## config.mk

```make
export PLATFORM = sky130hd
export DESIGN_NAME = seg7_receptor_flat
export DESIGN_NICKNAME = d
export VERILOG_FILES = /design/src/rtl/seg7_receptor_pkg.sv /design/src/rtl/seg7_receptor_if.sv /design/src/rtl/seg7_a_hex.sv /design/src/rtl/seg7_receptor.sv /design/src/flat_wrapper.sv
export SDC_FILE = /design/constraint.sdc
export NUM_CORES = 1
export LEC_CHECK = 0
export ABC_AREA = 1
export BUFFER_PORTS_ARGS = -buffer_cell sky130_fd_sc_hd__buf_2
export CORE_MARGIN = 5
export CORE_UTILIZATION = 50
export CTS_CLUSTER_DIAMETER = 50
export DETAILED_ROUTE_END_ITERATION = 10
export PLACE_DENSITY = 0.76
export SKIP_LAST_GASP = 1
export SLEW_MARGIN = 20
export SYNTH_ARGS = -nofsm -noshare
export SYNTH_HDL_FRONTEND = slang
export SYNTH_SLANG_ARGS = --single-unit
```

## constraint.sdc

```tcl
create_clock -name clk -period 2.05 [get_ports clk]
set_clock_uncertainty 0.1 [all_clocks]
set_input_delay 0.3075 -clock clk [delete_from_list [all_inputs] [get_ports clk]]
set_output_delay 0.3075 -clock clk [all_outputs]
set_load 0.03 [all_outputs]
```

## src/rtl/seg7_receptor_pkg.sv

```systemverilog
// rtl/seg7_receptor_pkg.sv - shared glyph table, segment positions and FSM encoding
package seg7_receptor_pkg;

  // Bit positions inside a {a,b,c,d,e,f,g} segment word
  localparam int SEG_A = 6;
  localparam int SEG_B = 5;
  localparam int SEG_C = 4;
  localparam int SEG_D = 3;
  localparam int SEG_E = 2;
  localparam int SEG_F = 1;
  localparam int SEG_G = 0;

  typedef logic [6:0] seg_t;

  typedef enum logic [1:0] {
    ESPERA     = 2'd0,
    ESTABILIZA = 2'd1,
    FIJO       = 2'd2
  } estado_t;

  // Lit-segment masks (1 = segment on) for hex digits 0..F
  localparam seg_t GLYPH_LIT [16] = '{
    7'h7E, 7'h30, 7'h6D, 7'h79, 7'h33, 7'h5B, 7'h5F, 7'h70,
    7'h7F, 7'h7B, 7'h77, 7'h1F, 7'h4E, 7'h3D, 7'h4F, 7'h47
  };

  function automatic seg_t hex_a_seg(input logic [3:0] valor);
    return GLYPH_LIT[valor];
  endfunction

endpackage

```

## src/rtl/seg7_receptor_if.sv

```systemverilog
// rtl/seg7_receptor_if.sv - segment input and decoded-digit output bundle
interface seg7_receptor_if;
  import seg7_receptor_pkg::*;

  seg_t       seg;
  logic       en;
  logic [3:0] valor;
  logic       valido;
  logic       cambio;
  logic       error;
  logic [7:0] cuenta_err;

  modport master (
    output seg, en,
    input  valor, valido, cambio, error, cuenta_err
  );

  modport slave (
    input  seg, en,
    output valor, valido, cambio, error, cuenta_err
  );

endinterface

```

## src/rtl/seg7_a_hex.sv

```systemverilog
// rtl/seg7_a_hex.sv - combinational lit-segment to hex lookup with legal flag
module seg7_a_hex
  import seg7_receptor_pkg::*;
(
  input  seg_t       lit,
  output logic [3:0] valor,
  output logic       legal
);

  always_comb begin
    valor = 4'h0;
    legal = 1'b0;
    for (int i = 0; i < 16; i++) begin
      if (lit == GLYPH_LIT[i]) begin
        valor = 4'(i);
        legal = 1'b1;
      end
    end
  end

endmodule

```

## src/rtl/seg7_receptor.sv

```systemverilog
// rtl/seg7_receptor.sv - debounced seven-segment pattern receiver with glyph decode
module seg7_receptor
  import seg7_receptor_pkg::*;
#(
  parameter int STABLE_CYCLES = 4,
  parameter bit ACTIVE_LOW    = 1'b1
) (
  input  logic             clk,
  input  logic             rst,
  seg7_receptor_if.slave   bus
);

  localparam seg_t       SEG_OFF    = ACTIVE_LOW ? 7'h7F : 7'h00;
  localparam logic [7:0] STABLE_CNT = 8'(STABLE_CYCLES);

  seg_t       seg_q;
  seg_t       held;
  seg_t       held_lit;
  estado_t    estado;
  logic [7:0] cnt;
  logic [3:0] valor_q;
  logic       valido_q;
  logic       cambio_q;
  logic       error_q;
  logic [7:0] cuenta_q;
  logic [3:0] dec_valor;
  logic       dec_legal;

  assign held_lit = ACTIVE_LOW ? ~held : held;

  seg7_a_hex u_a_hex (
    .lit   (held_lit),
    .valor (dec_valor),
    .legal (dec_legal)
  );

  // seg_q resets to the blank pattern, so the first ESPERA load holds "off"
  // and a real glyph then reloads the counter to 1 like any other change.
  always_ff @(posedge clk or posedge rst) begin
    if (rst) begin
      seg_q    <= SEG_OFF;
      held     <= SEG_OFF;
      estado   <= ESPERA;
      cnt      <= 8'd0;
      valor_q  <= 4'h0;
      valido_q <= 1'b0;
      cambio_q <= 1'b0;
      error_q  <= 1'b0;
      cuenta_q <= 8'd0;
    end else begin
      seg_q    <= bus.seg;
      cambio_q <= 1'b0;
      if (bus.en) begin
        unique case (estado)
          ESPERA: begin
            held   <= seg_q;
            cnt    <= 8'd0;
            estado <= ESTABILIZA;
          end
          ESTABILIZA: begin
            if (seg_q != held) begin
              held <= seg_q;
              cnt  <= 8'd1;
            end else if (cnt >= STABLE_CNT - 8'd1) begin
              cnt    <= STABLE_CNT;
              estado <= FIJO;
              if (dec_legal) begin
                valor_q  <= dec_valor;
                valido_q <= 1'b1;
                error_q  <= 1'b0;
                cambio_q <= (dec_valor != valor_q) || !valido_q;
              end else begin
                valido_q <= 1'b0;
                error_q  <= 1'b1;
                if (cuenta_q != 8'hFF) begin
                  cuenta_q <= cuenta_q + 8'd1;
                end
              end
            end else begin
              cnt <= cnt + 8'd1;
            end
          end
          FIJO: begin
            if (seg_q != held) begin
              held     <= seg_q;
              cnt      <= 8'd1;
              estado   <= ESTABILIZA;
              valido_q <= 1'b0;
              error_q  <= 1'b0;
            end
          end
          default: begin
            estado <= ESPERA;
          end
        endcase
      end
    end
  end

  assign bus.valor      = valor_q;
  assign bus.valido     = valido_q;
  assign bus.cambio     = cambio_q;
  assign bus.error      = error_q;
  assign bus.cuenta_err = cuenta_q;

endmodule

```

## src/flat_wrapper.sv

```systemverilog
// flat-port wrapper written by rule: the top's interface ports become plain ports
module seg7_receptor_flat import seg7_receptor_pkg::*;
#(
  parameter int STABLE_CYCLES = 4,
  parameter bit ACTIVE_LOW    = 1'b1
)
  (clk, rst, bus_seg, bus_en, bus_valor, bus_valido, bus_cambio, bus_error, bus_cuenta_err);
  seg7_receptor_if bus_i ();
  input  logic clk;
  input  logic rst;
  input wire logic [$bits(bus_i.seg)-1:0] bus_seg;
  input wire logic [$bits(bus_i.en)-1:0] bus_en;
  output wire logic [$bits(bus_i.valor)-1:0] bus_valor;
  output wire logic [$bits(bus_i.valido)-1:0] bus_valido;
  output wire logic [$bits(bus_i.cambio)-1:0] bus_cambio;
  output wire logic [$bits(bus_i.error)-1:0] bus_error;
  output wire logic [$bits(bus_i.cuenta_err)-1:0] bus_cuenta_err;
  assign bus_i.seg = bus_seg;
  assign bus_i.en = bus_en;
  assign bus_valor = bus_i.valor;
  assign bus_valido = bus_i.valido;
  assign bus_cambio = bus_i.cambio;
  assign bus_error = bus_i.error;
  assign bus_cuenta_err = bus_i.cuenta_err;
  seg7_receptor #(.STABLE_CYCLES(STABLE_CYCLES), .ACTIVE_LOW(ACTIVE_LOW)) u_core (.clk(clk), .rst(rst), .bus(bus_i));
endmodule
```

==> impl_metrics.py <==
metrics = {
    "status": {
        "status": "complete, no violations",
    },
    "detailed_routing": {
        "vias": 1937,
        "routed_wirelength_um": 4720,
        "remaining_drc_errors": 0,
        "antenna_left": 0,
        "wl_per_cell_um": 12.2,
        "viasPerCell": 5.02,
        "drt_first_iter_violations": 83,
        "drtPass1Iterations": 4,
    },
    "critical_path": {
        "start_kind": "flop",
        "path_class": "reg -> reg",
        "worstRegToRegCells": 11,
        "cp-end-kind": "flop",
        "r2r_setup_slack_ns": 0.04,
        "r2r_end": "u_core.bus.cuenta_err[1]",
        "setup.worst_path.start": "u_core.held[5]",
        "reg2reg_from": "u_core.held[5]",
        "cp.required_ns": 2.14,
        "critical_path.max_fanout": 6,
        "critPathArrivalTime_ns": 2.09,
    },
    "yosys": {
        "synth-compound-area-share": 0.0764,
        "synth_xor_area_frac": 0.0379,
        "synth_adder_area_share": 0.0379,
        "synth_top_area_share": 0.271,
        "synth_seq_cells": 39,
        "syn-cell-area_mm2": 0.00231,
        "syn_nets": 298,
        "ys_seq_area_frac": 0.430,
        "ys_top_cells_by_area": "dfrtp_1 (27%), dfstp_2 (16%), nand2_1 (11%)",
        "syn_avg_cell_area_um2": 8.22,
        "yosysWarningCount": 0,
        "synth_cells": 281,
        "async_reset_ff_frac": 1.00,
        "ys_top_cells_by_count": "nand2_1 (67), nor2_1 (33), inv_1 (26), dfrtp_1 (25), nand3_1 (18)",
        "ys_types": 33,
        "synthFlopType": "dfrtp_1",
        "synth_most_common_cell": "nand2_1",
        "synth_edf_count": 0,
        "yosys.area_share.simple": 0.351,
        "synth_top_cell_by_area": "dfrtp_1",
        "synth_top_family_by_area": "simple AND/OR/NAND/NOR gates",
        "muxShareOfSynthArea": 0,
    },
    "final_layout": {
        "nFillCells": 389,
        "areaGrowthSynthToFinish_pct": 22.3,
        "finalNetCount": 350,
        "drive_above_1_share": 0.368,
        "multiInputGateArea_mm2": 0.00122,
        "fin_area_mm2": 0.00282,
        "diodes": 0,
        "regArea_um2": 993,
    },
    "die": {
        "core-area_mm2": 0.00441,
        "initial_utilization": 0.523,
        "ios": 25,
        "rows": 24,
        "fp.dieW_um": 78.0,
        "fp.dieH_um": 78.0,
        "die_area_mm2": 0.00608,
    },
    "global_route": {
        "grt_pass1_vias": 1824,
        "grt_max_degree": 40,
        "grt-ovfl-total": 0,
        "grt-busiest-layer": "met2",
        "globalRouteMet3Util": 0.0417,
        "use_met1": 0.190,
        "grt_pass1_wl_um": 7710,
        "met2_usage": 0.261,
        "antenna_found_initial": 0,
        "grt_usage": 0.152,
    },
    "cts": {
        "h-tree-depth": 2,
        "path_clk_slew_ns": 0.09,
        "clock_latency_ns": 0.29,
        "cts_tree": "yes",
        "root_buffer": "clkbuf_8",
        "cts_buffer_depth": 2,
        "cts_buffers": 5,
        "clock-sinks": 39,
    },
    "sta": {
        "rsz0062_at_grt": "true",
        "worst_pin_slew_ns": 0.478,
        "relSlewSlack": 0.681,
        "finalCritPeriodShare": 0.978,
        "finalHoldViolations": 0,
        "fmax_ghz": 0.499,
        "fin_setup_tns_ns": 0,
        "finalCriticalPeriod_ns": 2.01,
        "setup_viol_count_final": 0,
        "slew_viol_final": 0,
    },
    "power": {
        "p_leak_nw": 1.40,
        "ir_drop_v": 0.000593,
        "power.density_mw_per_mm2": 997,
    },
    "place": {
        "place_area_mm2": 0.00249,
        "port_buffers": 24,
        "place.gp.congestion": 0.856,
        "hpwl_um": 3280,
    },
    "min_path": {
        "hp-class": "in -> async",
    },
    "run": {
        "max_cap_viol_count": 0,
    },
}
[state kept, by name, summed over array words and instances, names as in the netlist]
name	count
u_core.bus.valido	1
u_core.estado	2
u_core.bus.valor	4
u_core.bus.error	1
u_core.seg_q	7
u_core.bus.cambio	1
u_core.cnt	8
u_core.bus.cuenta_err	8
u_core.held	7
[placed cells by master, fill, tap and decap left out, types with 6 or more instances in the layout]
cell           count
a21oi_1            6
buf_2             24
buf_4             12
dfrtp_1           25
dfstp_2           14
dlygate4sd3_1      7
ha_1               7
inv_1             26
inv_2              8
nand2_1           56
nand2_2           24
nand3_1           17
nand4_1            6
nor2_1            31
nor2_2             6
nor2_4             6
o21ai_1            6
xor2_1             9
[per-stage QoR]
stage | power (mW) | hold slack, ns | cells | util | setup slack, ns
after floorplan | 1.96 | 0.212 | 281 | - | 0.303
after global placement | 2.12 | 0.314 | 356 | 0.563 | 0.130
after detailed placement | 2.14 | 0.314 | 356 | 0.563 | 0.0901
after CTS | 2.68 | 0.00138 | 368 | 0.592 | 0.0639
after global routing | 3.04 | 0.0622 | 386 | 0.640 | -0.0907
final | 2.81 | 0.0201 | 386 | 0.640 | 0.0445
[how the worst max path moves through the flow]
stage | to | cells past startpoint
CTS | u_core.bus.cuenta_err[2] | 11
detailed placement | u_core.bus.cuenta_err[2] | 11
global route | u_core.bus.cuenta_err[0] | 11
global placement | u_core.bus.cuenta_err[2] | 11
finish | u_core.bus.cuenta_err[1] | 11
floorplan | u_core.bus.cuenta_err[2] | 11
[logic make-up after synthesis]
kind of cell | Yosys count
xor+xnor | 10
simple gates | 161
flops | 39
buf+inv | 38
compound gates | 26
fa+ha+maj | 7
[power breakdown]
part	switching, mW	leakage (nW)	internal, mW
Clock	0.281	0.0488	0.239
Combinational	0.786	0.876	0.440
Sequential	0.135	0.476	0.933
[worst max-delay path: stages, from the launching register on]
cell     delay (ns)
dfstp_2        0.58
inv_2          0.05
nand2_2        0.04
nand4_1        0.11
nor2_2         0.18
nand3_2        0.12
inv_4          0.09
nand4_4        0.09
nor2_4         0.26
nand2_4        0.12
nand2_2        0.09
nand2_2        0.05
[cell type report]
type / count / share of cell area
Inverter: 36 / 0.0496
Multi-Input combinational cell: 205 / 0.434
Sequential cell: 39 / 0.352
Timing Repair Buffer: 46 / 0.111
Tap cell: 52 / 0.0230
Clock buffer: 5 / 0.0244
Clock inverter: 3 / 0.00620
[routing by layer]
| metal | share of wire | routed length, um |
|---|---|---|
| met5 | 0 | 0 |
| met4 | 0.0080 | 38 |
| met3 | 0.028 | 134 |
| met2 | 0.51 | 2430 |
| met1 | 0.45 | 2120 |
[timing repair]
action | in CTS | in global routing
endpoints found under the hold margin | 4 | 3
setup buffers | 0 | 14
gates resized for setup | 0 | 22
setup endpoints to repair | 0 | 9
hold buffers | 4 | 3
No activity file was read; power rests on OpenSTA's default activity.
